--- config.mk ---
export PLATFORM = sky130hd
export DESIGN_NAME = led_mode_sequencer
export DESIGN_NICKNAME = d
export VERILOG_FILES = /design/src/rtl/led_ctrl_pkg.sv /design/src/rtl/pb_debounce.sv /design/src/rtl/led_mode_sequencer.sv
export SDC_FILE = /design/constraint.sdc
export NUM_CORES = 1
export LEC_CHECK = 0
export CAP_MARGIN = 25
export CORE_UTILIZATION = 50
export CTS_CLUSTER_DIAMETER = 60
export DETAILED_ROUTE_END_ITERATION = 7
export GPL_TIMING_DRIVEN = 0
export PLACE_DENSITY = 0.74
export SLEW_MARGIN = 5
export SYNTH_ARGS = -nofsm -noshare
export SYNTH_HDL_FRONTEND = slang
export SYNTH_SLANG_ARGS = --single-unit
--- constraint.sdc ---
create_clock -name CLK -period 2.5 [get_ports CLK]
set_input_delay 0.75 -clock CLK [delete_from_list [all_inputs] [get_ports CLK]]
set_output_delay 0.75 -clock CLK [all_outputs]
set_load 0.01 [all_outputs]
--- src/rtl/led_ctrl_pkg.sv ---
// Shared mode encodings and LED drive constants for the LED mode sequencer.
// Optional BREATHE mode is enabled by the LED_BREATHE_EN macro.
package led_ctrl_pkg;

    localparam int unsigned MODE_W = 3;

    typedef enum logic [MODE_W-1:0] {
        MODE_OFF     = 3'd0,
        MODE_STEADY  = 3'd1,
        MODE_BLINK   = 3'd2,
        MODE_ALT     = 3'd3,
        MODE_BREATHE = 3'd4
    } mode_e;

    localparam logic [1:0] LED_ON  = 2'b11;
    localparam logic [1:0] LED_OFF = 2'b00;

endpackage

--- src/rtl/pb_debounce.sv ---
// Push-button conditioner: 2-flop synchronizer, stable-level debounce and
// a single-cycle press pulse on each accepted released->pressed transition.
module pb_debounce #(
    parameter int unsigned DEBOUNCE_CYCLES = 500000
) (
    input  logic i_clk,
    input  logic i_rst_n,
    input  logic i_pb_n,
    output logic o_level,
    output logic o_press
);

    localparam int unsigned CNT_W = (DEBOUNCE_CYCLES > 2) ? $clog2(DEBOUNCE_CYCLES) : 1;
    localparam logic [CNT_W-1:0] CNT_MAX = CNT_W'(DEBOUNCE_CYCLES - 1);

    logic             r_sync1;
    logic             r_sync2;
    logic             r_level;
    logic             r_level_d;
    logic             r_press;
    logic [CNT_W-1:0] r_cnt;

    always_ff @(posedge i_clk or negedge i_rst_n) begin
        if (!i_rst_n) begin
            r_sync1   <= 1'b1;
            r_sync2   <= 1'b1;
            r_level   <= 1'b1;
            r_level_d <= 1'b1;
            r_press   <= 1'b0;
            r_cnt     <= '0;
        end else begin
            r_sync1   <= i_pb_n;
            r_sync2   <= r_sync1;
            r_level_d <= r_level;
            // Registered edge detect: releases (0->1) never produce a pulse.
            r_press   <= r_level_d & ~r_level;
            if (r_sync2 == r_level) begin
                r_cnt <= '0;
            end else if (r_cnt == CNT_MAX) begin
                r_level <= r_sync2;
                r_cnt   <= '0;
            end else begin
                r_cnt <= r_cnt + CNT_W'(1);
            end
        end
    end

    assign o_level = r_level;
    assign o_press = r_press;

endmodule

--- src/rtl/led_mode_sequencer.sv ---
// LED pair controller: debounced button steps OFF/STEADY/BLINK/ALT[/BREATHE].
// BREATHE mode and its PWM datapath exist only when LED_BREATHE_EN is defined.
module led_mode_sequencer
    import led_ctrl_pkg::*;
#(
    parameter int unsigned DEBOUNCE_CYCLES   = 500000,
    parameter int unsigned BLINK_HALF_CYCLES = 12500000,
    parameter int unsigned PWM_BITS          = 8
) (
    input  logic              CLK,
    input  logic              RESETn,
    input  logic              PB_SW,
    output logic [1:0]        LED,
    output logic [MODE_W-1:0] MODE
);

    localparam int unsigned BLINK_W = (BLINK_HALF_CYCLES > 2) ? $clog2(BLINK_HALF_CYCLES) : 1;
    localparam logic [BLINK_W-1:0] BLINK_MAX = BLINK_W'(BLINK_HALF_CYCLES - 1);

    logic               w_pb_level;
    logic               w_pb_press;
    logic               w_press;
    logic               w_mode_change;
    logic [1:0]         w_led_next;
    mode_e              r_mode;
    mode_e              w_mode_next;
    logic [BLINK_W-1:0] r_blink_cnt;
    logic               r_phase;
    logic [1:0]         r_led;

    pb_debounce #(
        .DEBOUNCE_CYCLES(DEBOUNCE_CYCLES)
    ) u_pb_debounce (
        .i_clk   (CLK),
        .i_rst_n (RESETn),
        .i_pb_n  (PB_SW),
        .o_level (w_pb_level),
        .o_press (w_pb_press)
    );

    // A press is only honoured while the debounced level still reads pressed.
    assign w_press = w_pb_press & ~w_pb_level;

    always_ff @(posedge CLK or negedge RESETn) begin
        if (!RESETn) begin
            r_mode <= MODE_OFF;
        end else begin
            r_mode <= w_mode_next;
        end
    end

    always_comb begin
        w_mode_next = r_mode;
        case (r_mode)
            MODE_OFF:    if (w_press) w_mode_next = MODE_STEADY;
            MODE_STEADY: if (w_press) w_mode_next = MODE_BLINK;
            MODE_BLINK:  if (w_press) w_mode_next = MODE_ALT;
`ifdef LED_BREATHE_EN
            MODE_ALT:     if (w_press) w_mode_next = MODE_BREATHE;
            MODE_BREATHE: if (w_press) w_mode_next = MODE_OFF;
`else
            MODE_ALT:     if (w_press) w_mode_next = MODE_OFF;
`endif
            default:     w_mode_next = MODE_OFF;
        endcase
    end

    assign w_mode_change = (w_mode_next != r_mode);

    // Mode change wins over a coincident wrap so every mode starts at phase 0.
    always_ff @(posedge CLK or negedge RESETn) begin
        if (!RESETn) begin
            r_blink_cnt <= '0;
            r_phase     <= 1'b0;
        end else if (w_mode_change) begin
            r_blink_cnt <= '0;
            r_phase     <= 1'b0;
        end else if (r_blink_cnt == BLINK_MAX) begin
            r_blink_cnt <= '0;
            r_phase     <= ~r_phase;
        end else begin
            r_blink_cnt <= r_blink_cnt + BLINK_W'(1);
        end
    end

`ifdef LED_BREATHE_EN
    logic [PWM_BITS-1:0] r_pwm_cnt;
    logic [PWM_BITS-1:0] r_duty;
    logic                r_dir_down;
    logic                w_pwm_lit;

    // Duty ramps up then down; the direction flip costs one period at each end.
    always_ff @(posedge CLK or negedge RESETn) begin
        if (!RESETn) begin
            r_pwm_cnt  <= '0;
            r_duty     <= '0;
            r_dir_down <= 1'b0;
        end else if (w_mode_change && (w_mode_next == MODE_BREATHE)) begin
            r_pwm_cnt  <= '0;
            r_duty     <= '0;
            r_dir_down <= 1'b0;
        end else begin
            r_pwm_cnt <= r_pwm_cnt + PWM_BITS'(1);
            if (&r_pwm_cnt) begin
                if (!r_dir_down) begin
                    if (&r_duty) r_dir_down <= 1'b1;
                    else         r_duty     <= r_duty + PWM_BITS'(1);
                end else begin
                    if (r_duty == '0) r_dir_down <= 1'b0;
                    else              r_duty     <= r_duty - PWM_BITS'(1);
                end
            end
        end
    end

    assign w_pwm_lit = (r_pwm_cnt < r_duty);
`endif

    always_comb begin
        w_led_next = LED_OFF;
        case (r_mode)
            MODE_STEADY:  w_led_next = LED_ON;
            MODE_BLINK:   w_led_next = {r_phase, r_phase};
            MODE_ALT:     w_led_next = {r_phase, ~r_phase};
`ifdef LED_BREATHE_EN
            MODE_BREATHE: w_led_next = {w_pwm_lit, w_pwm_lit};
`endif
            default:      w_led_next = LED_OFF;
        endcase
    end

    always_ff @(posedge CLK or negedge RESETn) begin
        if (!RESETn) begin
            r_led <= LED_OFF;
        end else begin
            r_led <= w_led_next;
        end
    end

    assign LED  = r_led;
    assign MODE = r_mode;

endmodule

==> flow_summary.yaml <==
outcome:
  status: "finished, final reports clean"
die:
  initial_core_util_pct: 53.5
  fp.dieH_um: 74.3
  core_um2: 4880
  io_pins: 8
  die_w_um: 74.3
  rows: 25
  die-area_um2: 5520
yosys:
  synth-simple-area-share_pct: 27.6
  syn_inst: 266
  synthXorXnorAreaFrac_pct: 10.1
  synth_area_um2: 2610
  ys_seq_area_share_pct: 51.9
  yosysUniqueCellTypes: 39
  synthMuxAreaShare_pct: 0.815
  synth-seq-cells: 54
  syn-num-nets: 271
  synth_warnings: 0
  synth_compound_area_share_pct: 6.32
  synth_top_family_by_area: "simple AND/OR/NAND/NOR gates"
  synthAdderAreaFrac_pct: 0.958
  syn_avg_cell_area_um2: 9.82
clock_network:
  cts.sinks: 54
  cts.clk_slew.worst_paths_ns: 0.09
  ctsHoldBuffers: 0
  insertion_delay_ns: 0.30
  root_buffer: "clkbuf_8"
  tritoncts: "built"
  cts.htree.levels: 2
  cts_buffer_depth: 2
  cts_setup_buffers: 0
  cts_made_buffers: 5
  cts_resized: 0
detailed_routing:
  drt_iter0_markers: 118
  totalWireLength_mm: 4.76
  dr.pass1.iters: 4
  antenna_left: 0
  routedWlPerCell_um: 13.6
  remaining_drc_errors: 0
  avgViaCountPerCell: 5.52
  vias: 1928
timing:
  rsz0062_at_grt: "false"
  whs_ns: 0.366
  hold_viol_final: 0
  tightestPinTransition_ns: 0.540
  min_period_over_period_pct: 89.7
  worst_clock_skew_ns: 0.00659
  setup_viol: 0
  slew_headroom_pct: 63.6
  max_freq_mhz: 446
  min_period_ns: 2.24
  maxSlewViolCount: 0
global_routing:
  grt_util_met3_pct: 4.88
  busiest_layer: "met2"
  grt_max_degree: 38
  antenna_found_initial: 0
  overflow: 0
  grt_pass1_vias: 1722
  grtUsageMet1_pct: 28.0
  met2_usage_pct: 28.7
  grt_pass1_wl_mm: 8.07
  gr-usage-all-layers_pct: 19.4
worst_setup_path:
  cp_top_family: "simple AND/OR/NAND/NOR gates"
  cp-end-kind: "register"
  critPathArrivalTime_ns: 2.43
  worstSetupStartpointType: "register"
  cp.required_ns: 2.69
  crit_path_top_delay_cell: "or4_1"
  slowest_delay_ns: 0.56
  crit_buf_inv: 1
  path_class: "register to register"
  path_cells: "ha_1 > nand4_1 > or4_1 > o21ai_1 > buf_2 > nor2_1"
  worstPathMaxFanout: 10
power_and_ir_drop:
  vdd_drop_max_mv: 0.232
  p_per_area_nw_per_um2: 531
  p_leak_uw: 0.00114
finish:
  area_growth_pct: 10.6
  drive_gt1_share_pct: 8.51
  layout.nets: 286
  n_fill_cell: 443
  design_area_um2: 2890
  antenna_cells: 0
placed_design:
  hpwl_mm: 3.44
  io_buffers: 7
  placed_area_um2: 2780
  place.gp.congestion: 0.871
worst_hold_path:
  hold_path.class: "input pin to asynchronous set/reset pin"
flow_run:
  drv_cap: 0
## placed cells by master (no fill, tap or decap), types with 2 or more instances in the layout
| cell | n |
|---|---|
| nor2b_1 | 3 |
| clkbuf_8 | 5 |
| buf_2 | 3 |
| ha_1 | 2 |
| o21ai_0 | 8 |
| clkdlybuf4s50_1 | 6 |
| nor2_1 | 35 |
| nor4_1 | 8 |
| dfrtp_1 | 50 |
| nor3_1 | 9 |
| inv_1 | 8 |
| and2_1 | 3 |
| and4_1 | 4 |
| xnor2_1 | 21 |
| or3_1 | 10 |
| clkinv_2 | 2 |
| dfstp_2 | 4 |
| or4b_1 | 2 |
| nand4_1 | 13 |
| and3_1 | 5 |
| nand3_1 | 14 |
| xor2_1 | 9 |
| o41ai_1 | 2 |
| a21oi_1 | 14 |
| nand2_1 | 22 |
| or2_2 | 2 |
## routing by layer
| layer | wire [um] | vias up |
|---|---|---|
| met2 | 2080 | 26 |
| li1 | - | 963 |
| met3 | 158 | 6 |
| met5 | 0 | - |
| met1 | 2470 | 933 |
| met4 | 61 | 0 |
## kinds of logic after synthesis
kind of cell             Yosys count
other                              1
adder cells (fa/ha/maj)            2
AO/OA/AOI/OAI                     28
XOR/XNOR                          30
buffers and inverters             12
flip-flops                        54
multiplexers                       2
AND/OR/NAND/NOR                  137
## stage by stage
stage	setup TNS [ns]	instances	utilization [%]	power [uW]	worst slack [ns]
final	0	349	59.2	1530	0.257
after detailed placement	0	341	57.0	975	0.265
after CTS	0	349	59.2	1550	0.251
after floorplan	0	266	-	939	0.496
after global routing	0	349	59.2	1590	0.113
after global placement	-47.42	340	56.7	971	-0.923
## worst paths after layout
path | start | to | slack, ns | cells after the start
min in group CLK | u_pb_debounce.r_sync1 | u_pb_debounce.r_sync2 | 0.37 | 0
hold / removal | RESETn | r_blink_cnt[17] | 0.37 | 1
setup / recovery | r_blink_cnt[0] | r_blink_cnt[5] | 0.26 | 6
hold reg to reg | u_pb_debounce.r_sync1 | u_pb_debounce.r_sync2 | 0.37 | 0
setup reg to reg | r_blink_cnt[0] | r_blink_cnt[5] | 0.26 | 6
max in group asynchronous | RESETn | u_pb_debounce.r_sync1 | 1.54 | 2
## power breakdown
group	internal [uW]	switching, uW
clock	295	284
sequential	884	10.4
combinational	19.6	40.9
total	1200	335
## sequential cells by signal (all words and copies together), names as in the netlist
name / flops
LED: 2
u_pb_debounce.r_level_d: 1
u_pb_debounce.r_sync1: 1
MODE: 3
r_blink_cnt: 24
u_pb_debounce.r_sync2: 1
u_pb_debounce.o_press: 1
u_pb_debounce.o_level: 1
r_phase: 1
u_pb_debounce.r_cnt: 19
## cell type report
class	count	area [um^2]	share of cell area, %
buffer	4	25.0	0.866
clock buffer	5	68.8	2.38
clock inverter	3	40.0	1.39
inverter	8	30.0	1.04
multi-input combinational	200	1200	41.5
sequential	54	1360	46.9
tap	67	83.8	2.90
timing repair buffer	8	85.1	2.94
## synthesized netlist by cell type, drive strengths merged
cell	count	area, um^2
ha	2	25.0
a21oi	14	70.1
or4	2	18.8
conb	1	3.75
nor3	9	45.0
nand4	13	81.3
and4	4	35.0
nand4bb	1	11.3
xor2	9	78.8
a31o	1	8.76
nor4b	1	8.76
mux2	1	11.3
dfrtp	50	1250
nand2b	1	6.26
o21ai	10	61.3
nand2	22	82.6
nand4b	1	8.76
inv	8	30.0
or3b	1	8.76
nand3	14	70.1
o41ai	2	17.5
nor2	35	131
xnor2	21	184
nor4	8	50.1
a21o	1	7.51
nor2b	3	18.8
and3	5	31.3
clkbuf	1	3.75
and2	3	18.8
buf	3	21.3
or2	2	12.5
or4b	2	20.0
or3	10	62.6
mux2i	1	10.0
dfstp	4	105
Power figures use the tool's default switching activity.
==> RTL edit 1 (same settings) <==
`DEBOUNCE_CYCLES` is set to 500000 in 2 places; all go to 125000.
--- a/src/rtl/pb_debounce.sv
+++ b/src/rtl/pb_debounce.sv
@@ -1,7 +1,7 @@
 // Push-button conditioner: 2-flop synchronizer, stable-level debounce and
 // a single-cycle press pulse on each accepted released->pressed transition.
 module pb_debounce #(
-    parameter int unsigned DEBOUNCE_CYCLES = 500000
+    parameter int unsigned DEBOUNCE_CYCLES = 125000
 ) (
     input  logic i_clk,
     input  logic i_rst_n,
--- a/src/rtl/led_mode_sequencer.sv
+++ b/src/rtl/led_mode_sequencer.sv
@@ -3,7 +3,7 @@
 module led_mode_sequencer
     import led_ctrl_pkg::*;
 #(
-    parameter int unsigned DEBOUNCE_CYCLES   = 500000,
+    parameter int unsigned DEBOUNCE_CYCLES   = 125000,
     parameter int unsigned BLINK_HALF_CYCLES = 12500000,
     parameter int unsigned PWM_BITS          = 8
 ) (
Behaviour: no difference found for any inputs over 10 cycles, from zero or initial values and one cycle with RESETn low; that may be too few to reach the edited logic, so the function may still have changed.
==> RTL edit 1 against the original RTL <==
Fmax rose by 2.9%. Synthesized area is 5.4% lower. Total power fell by 3.2%. Final area is 4.9% lower. Wire length fell by 5.7%. Sequential cell count is 2 lower. Worst setup slack gained 0.062 ns. Global-route usage increased by 0.27 points. Core utilization is 1.4 points lower. Critical path type unchanged. Critical endpoint is now r_blink_cnt[6]. Highest routed layer unchanged.
==> RTL edit 1: results (changes against the original RTL) <==
H-Tree Depth 2 (unchanged); most frequent cells after synthesis dfrtp_1 (48), nor2_1 (37), xnor2_1 (18) (was dfrtp_1 (50), nor2_1 (35), nand2_1 (22)); Clk pin slew, worst setup/hold paths 0.09 ns (about the same); CP max FO 10 (unchanged); Critical Path Max Stage Delay 0.55 ns; outcome finished clean (unchanged); largest cells by area after synthesis dfrtp_1 (49%), xnor2_1 (6.4%), nor2_1 (5.6%), dfstp_2 (4.3%), xor2_1 (4.3%) (was dfrtp_1 (48%), xnor2_1 (7.0%), nor2_1 (5.0%), dfstp_2 (4.0%), nand2_1 (3.2%)); Reg with most FFs r_blink_cnt (unchanged); leakage 1.076 nW (was 1.137 nW); Async SR Flop Fraction 1.000 (unchanged); synth unique cells 35 (was 39); FILL cells 409 (was 443); nets 265 (was 286); placed instance count 320 (was 341); Iter 0 DRT Violations 100 (was 118); global-route wire length before repair 8010 µm (was 8066 µm); predominant post-synthesis flop cell dfrtp_1 (unchanged); Yosys warning total 0 (unchanged); max reg flops 24 (unchanged); Post-CTS Repair Setup Buffers 0 (unchanged); hpwl dp 3210 µm (was 3435 µm); total global-route track usage 0.1965 (was 0.1938); layout cells sized above 1 0.08046 (was 0.08511); RePlAce Congestion 0.8085 (was 0.8713); Post-route DRC 0 (unchanged); Clock Latency Late Sink 0.30 ns (about the same); via/cell ratio 5.558 (was 5.524); Worst EP arrival 2.36 ns (was 2.43 ns); sequential cell area fraction in the yosys report 0.5286 (was 0.5194); CP top delay family simple AND/OR/NAND/NOR gates (unchanged); CP max-delay cell or4_1 (unchanged); largest net degree at the start of global routing 37 (was 38); Place WS 0.3284 ns (was 0.2647 ns); TritonCTS Buffers 5 (unchanged); cell count after synthesis 245 (was 266); Port Buffers 7 (unchanged); diode count 0 (unchanged); WL per Instance 13.69 µm (was 13.64 µm); vias 1823 (was 1928); # resized after CTS 0 (unchanged); VDD IR max 245.5 µV (was 232.2 µV); root buf cell clkbuf_8 (unchanged); worst hold path type in2async (unchanged); Clock Tree Buf Depth 2 (unchanged); Clock Skews 0.01044 ns (was 0.006593 ns); initial antenna violation count 0 (unchanged); TritonRoute pass-1 iters 4 (unchanged)
RTL edit 1: final timing paths:
path / startpoint / to / slack (ns) / cells after the start
max in group asynchronous: RESETn / u_pb_debounce.r_sync2 / 1.58 / 2
max reg2reg: r_blink_cnt[0] / r_blink_cnt[6] / 0.32 / 6
min reg2reg: u_pb_debounce.r_sync1 / u_pb_debounce.r_sync2 / 0.36 / 0
min in group CLK: u_pb_debounce.r_sync1 / u_pb_debounce.r_sync2 / 0.36 / 0
min: RESETn / MODE[2] / 0.35 / 1
max: r_blink_cnt[0] / r_blink_cnt[6] / 0.32 / 6
RTL edit 1: routing by layer:
layer | vias to the layer above | GRT usage | part of all wire
met5 | - | 0 | 0
met4 | 0 | 0.07843 | 0.016
met3 | 6 | 0.04444 | 0.026
met2 | 26 | 0.3146 | 0.47
met1 | 888 | 0.2593 | 0.49
li1 | 903 | - | -
RTL edit 1: cells by family (layout without fill, tap and decap cells):
logic type,Yosys count,count (layout),share of synthesized area
AND/OR/NAND/NOR,122,122,0.2658
flip-flops,52,52,0.5286
XOR/XNOR,30,30,0.1063
AO/OA/AOI/OAI,25,25,0.06177
buffers and inverters,12,28,0.02127
adder cells (fa/ha/maj),2,2,0.01012
other,1,1,0.001518
multiplexers,1,1,0.004557
RTL edit 1: final cells by class:
type,count,area share
flip-flops and latches,52,0.4754
multi-input cells,181,0.4048
repair buffers,8,0.03097
well taps,67,0.03051
clock buffers,6,0.02641
clock inverters,2,0.01275
plain buffers,6,0.01093
inverters,6,0.008197
RTL edit 1: worst reg2reg max path, delay by kind of cell, from the launching register on:
kind                     cells  cell delay, ns
AND/OR/NAND/NOR              3            0.87
buffers and inverters        1            0.29
AO/OA/AOI/OAI                1            0.29
adder cells (fa/ha/maj)      1            0.24
flip-flops                   1            0.39
RTL edit 1: where the power goes:
| group | leakage, nW | total, mW | internal (mW) | switching (mW) |
|---|---|---|---|---|
| Sequential | 0.705 | 0.863 | 0.852 | 0.0113 |
| Clock | 0.0552 | 0.563 | 0.297 | 0.266 |
| Combinational | 0.316 | 0.0585 | 0.0181 | 0.0404 |
| Total | 1.08 | 1.49 | 1.17 | 0.318 |
RTL edit 1: metrics by stage:
step | TNS (ns) | instance area, µm² | utilization | hold WS [ns]
finish | 0 | 2748 | 0.5779 | 0.3480
global placement | -40.86 | 2625 | 0.5521 | 0.3623
global route | 0 | 2748 | 0.5779 | 0.3616
detailed placement | 0 | 2640 | 0.5553 | 0.3630
CTS | 0 | 2748 | 0.5779 | 0.3546
floorplan | 0 | 2471 | - | 0.3452
==> RTL edit 2 (same flow settings) <==
Without the edit above. Register the output `LED` once more; this adds one clock of latency there. The other outputs are not delayed to match.
--- a/src/rtl/led_mode_sequencer.sv
+++ b/src/rtl/led_mode_sequencer.sv
@@ -137,7 +137,9 @@
         end
     end
 
-    assign LED  = r_led;
+    always_ff @(posedge CLK) begin
+        LED <= r_led;
+    end
     assign MODE = r_mode;
 
 endmodule
Check against the original RTL: no difference found for any inputs over 10 cycles, from zero or initial values and one cycle with RESETn low; that may be too few to reach the edited logic, so the function may still have changed.
==> RTL edit 2 against the original RTL <==
Final area up 1.0%. Critical path type unchanged. Sequential share of layout area grew 0.91 points. First-iteration DRC count shrank 17%. Synthesized area up 1.5%. Wire length rose by 0.34%. Total power shrank 1.9%. Synthesized cell count grew 0.75%. Worst setup slack improved by 0.032 ns. Sequential cell count increased by 2. Global-route usage fell by 0.32 points. Cell count increased by 1.4%. Critical endpoint is now u_pb_debounce.r_cnt[10]. Count of clock-buffer cells in the layout stayed put.
==> RTL edit 2: results (changes against the original RTL) <==
grt met1 use 0.2623 (was 0.2797); worst reg-to-reg path cell count 5 (was 6); multi-input gates 200 (unchanged); Total Power 1.506 mW (was 1.535 mW); clock group power 0.519 mW (was 0.579 mW); Iter 0 DRT Violations 98 (was 118); global-route wire length before repair 8052 µm (was 8066 µm); Final period util 0.8843 (was 0.8970); synth unique cells 40 (was 39); leakage 1.140 nW (was 1.137 nW); max reg flops 24 (unchanged); layout cells sized above 1 0.08451 (was 0.08511); internal power 1.141 mW (was 1.199 mW); cell count after synthesis 268 (was 266); row cnt 26 (was 25); FF-to-FF End u_pb_debounce.r_cnt[10] (was r_blink_cnt[5]); Worst EP arrival 2.41 ns (was 2.43 ns); VDD IR max 303.0 µV (was 232.2 µV); R2R setup slack 0.29 ns (was 0.26 ns); fraction of area in multi-input gates 0.4112 (was 0.4153); largest net degree at the start of global routing 33 (was 38); RePlAce Congestion 0.8366 (was 0.8713); nets 288 (was 286); worst hold path type reg2reg (was in2async); met3 WL 200 µm (was 158 µm); largest cells by area after synthesis dfrtp_1 (47%), xnor2_1 (6.9%), nor2_1 (5.0%), dfstp_2 (4.0%), nand2_1 (3.1%) (was dfrtp_1 (48%), xnor2_1 (7.0%), nor2_1 (5.0%), dfstp_2 (4.0%), nand2_1 (3.2%)); met2 wire len 2188 µm (was 2077 µm); met2 Use GR 0.2893 (was 0.2869); Place WS 0.3108 ns (was 0.2647 ns); Post-CTS Repair Setup Buffers 0 (unchanged); Post-Place Cell Area 2824 µm² (was 2780 µm²); Reg with most FFs r_blink_cnt (unchanged); register area 1396 µm² (was 1356 µm²); post-route insts no fill 354 (was 349); hold path startpoint r_led[0]; met1 wire length 2309 µm (was 2465 µm); vias in the first global route 1781 (was 1722); Clock-cell share 0.03216 (was 0.03768); FILL cells 455 (was 443); register bit total from synthesis 56 (was 54); via/cell ratio 5.556 (was 5.524); crit path from u_pb_debounce.r_cnt[11] (was r_blink_cnt[0]); Detailed Route WL 4778 µm (was 4762 µm); met3 usage 0.04150 (was 0.04878); register fraction of the total cell area 0.4786 (was 0.4695); Async SR Flop Fraction 0.9643 (was 1.000); Clock Skews 0.01309 ns (was 0.006593 ns); CP max-delay cell or4_4 (was or4_1); Seq pwr share 0.616 (was 0.583); Clk pin slew, worst setup/hold paths 0.11 ns (was 0.09 ns); # resized after CTS 0 (unchanged); Worst-Margin Slew 0.5827 ns (was 0.5404 ns); WHS 0.3579 ns (was 0.3663 ns); Clock Latency Late Sink 0.32 ns (was 0.30 ns); hpwl dp 3469 µm (was 3435 µm); non-clk buf share 0.03774 (was 0.03811); Critical Path Max Stage Delay 0.57 ns; outcome finished clean (unchanged); sequential cell area fraction in the yosys report 0.5267 (was 0.5194); total global-route track usage 0.1906 (was 0.1938)
## RTL edit 2: cell types whose count changed after synthesis, sizes merged
cell   delta
dfxtp     +2
## RTL edit 2: worst reg2reg max path, stage by stage (launching register included)
cell and delay (ns):
dfrtp_1 0.45, or4b_1 0.53, or4_4 0.57, o21ai_4 0.30
buf_6 0.19, nor2_1 0.06
## RTL edit 2: cells by family (layout without fill, tap and decap cells)
group / after synthesis / count (layout) / synth area share
adder cells (fa/ha/maj): 2 / 2 / 0.009437
buffers and inverters: 12 / 28 / 0.02076
flip-flops: 56 / 56 / 0.5267
XOR/XNOR: 30 / 30 / 0.09911
multiplexers: 2 / 2 / 0.008023
AND/OR/NAND/NOR: 137 / 137 / 0.2723
other: 1 / 1 / 0.001414
AO/OA/AOI/OAI: 28 / 28 / 0.06230
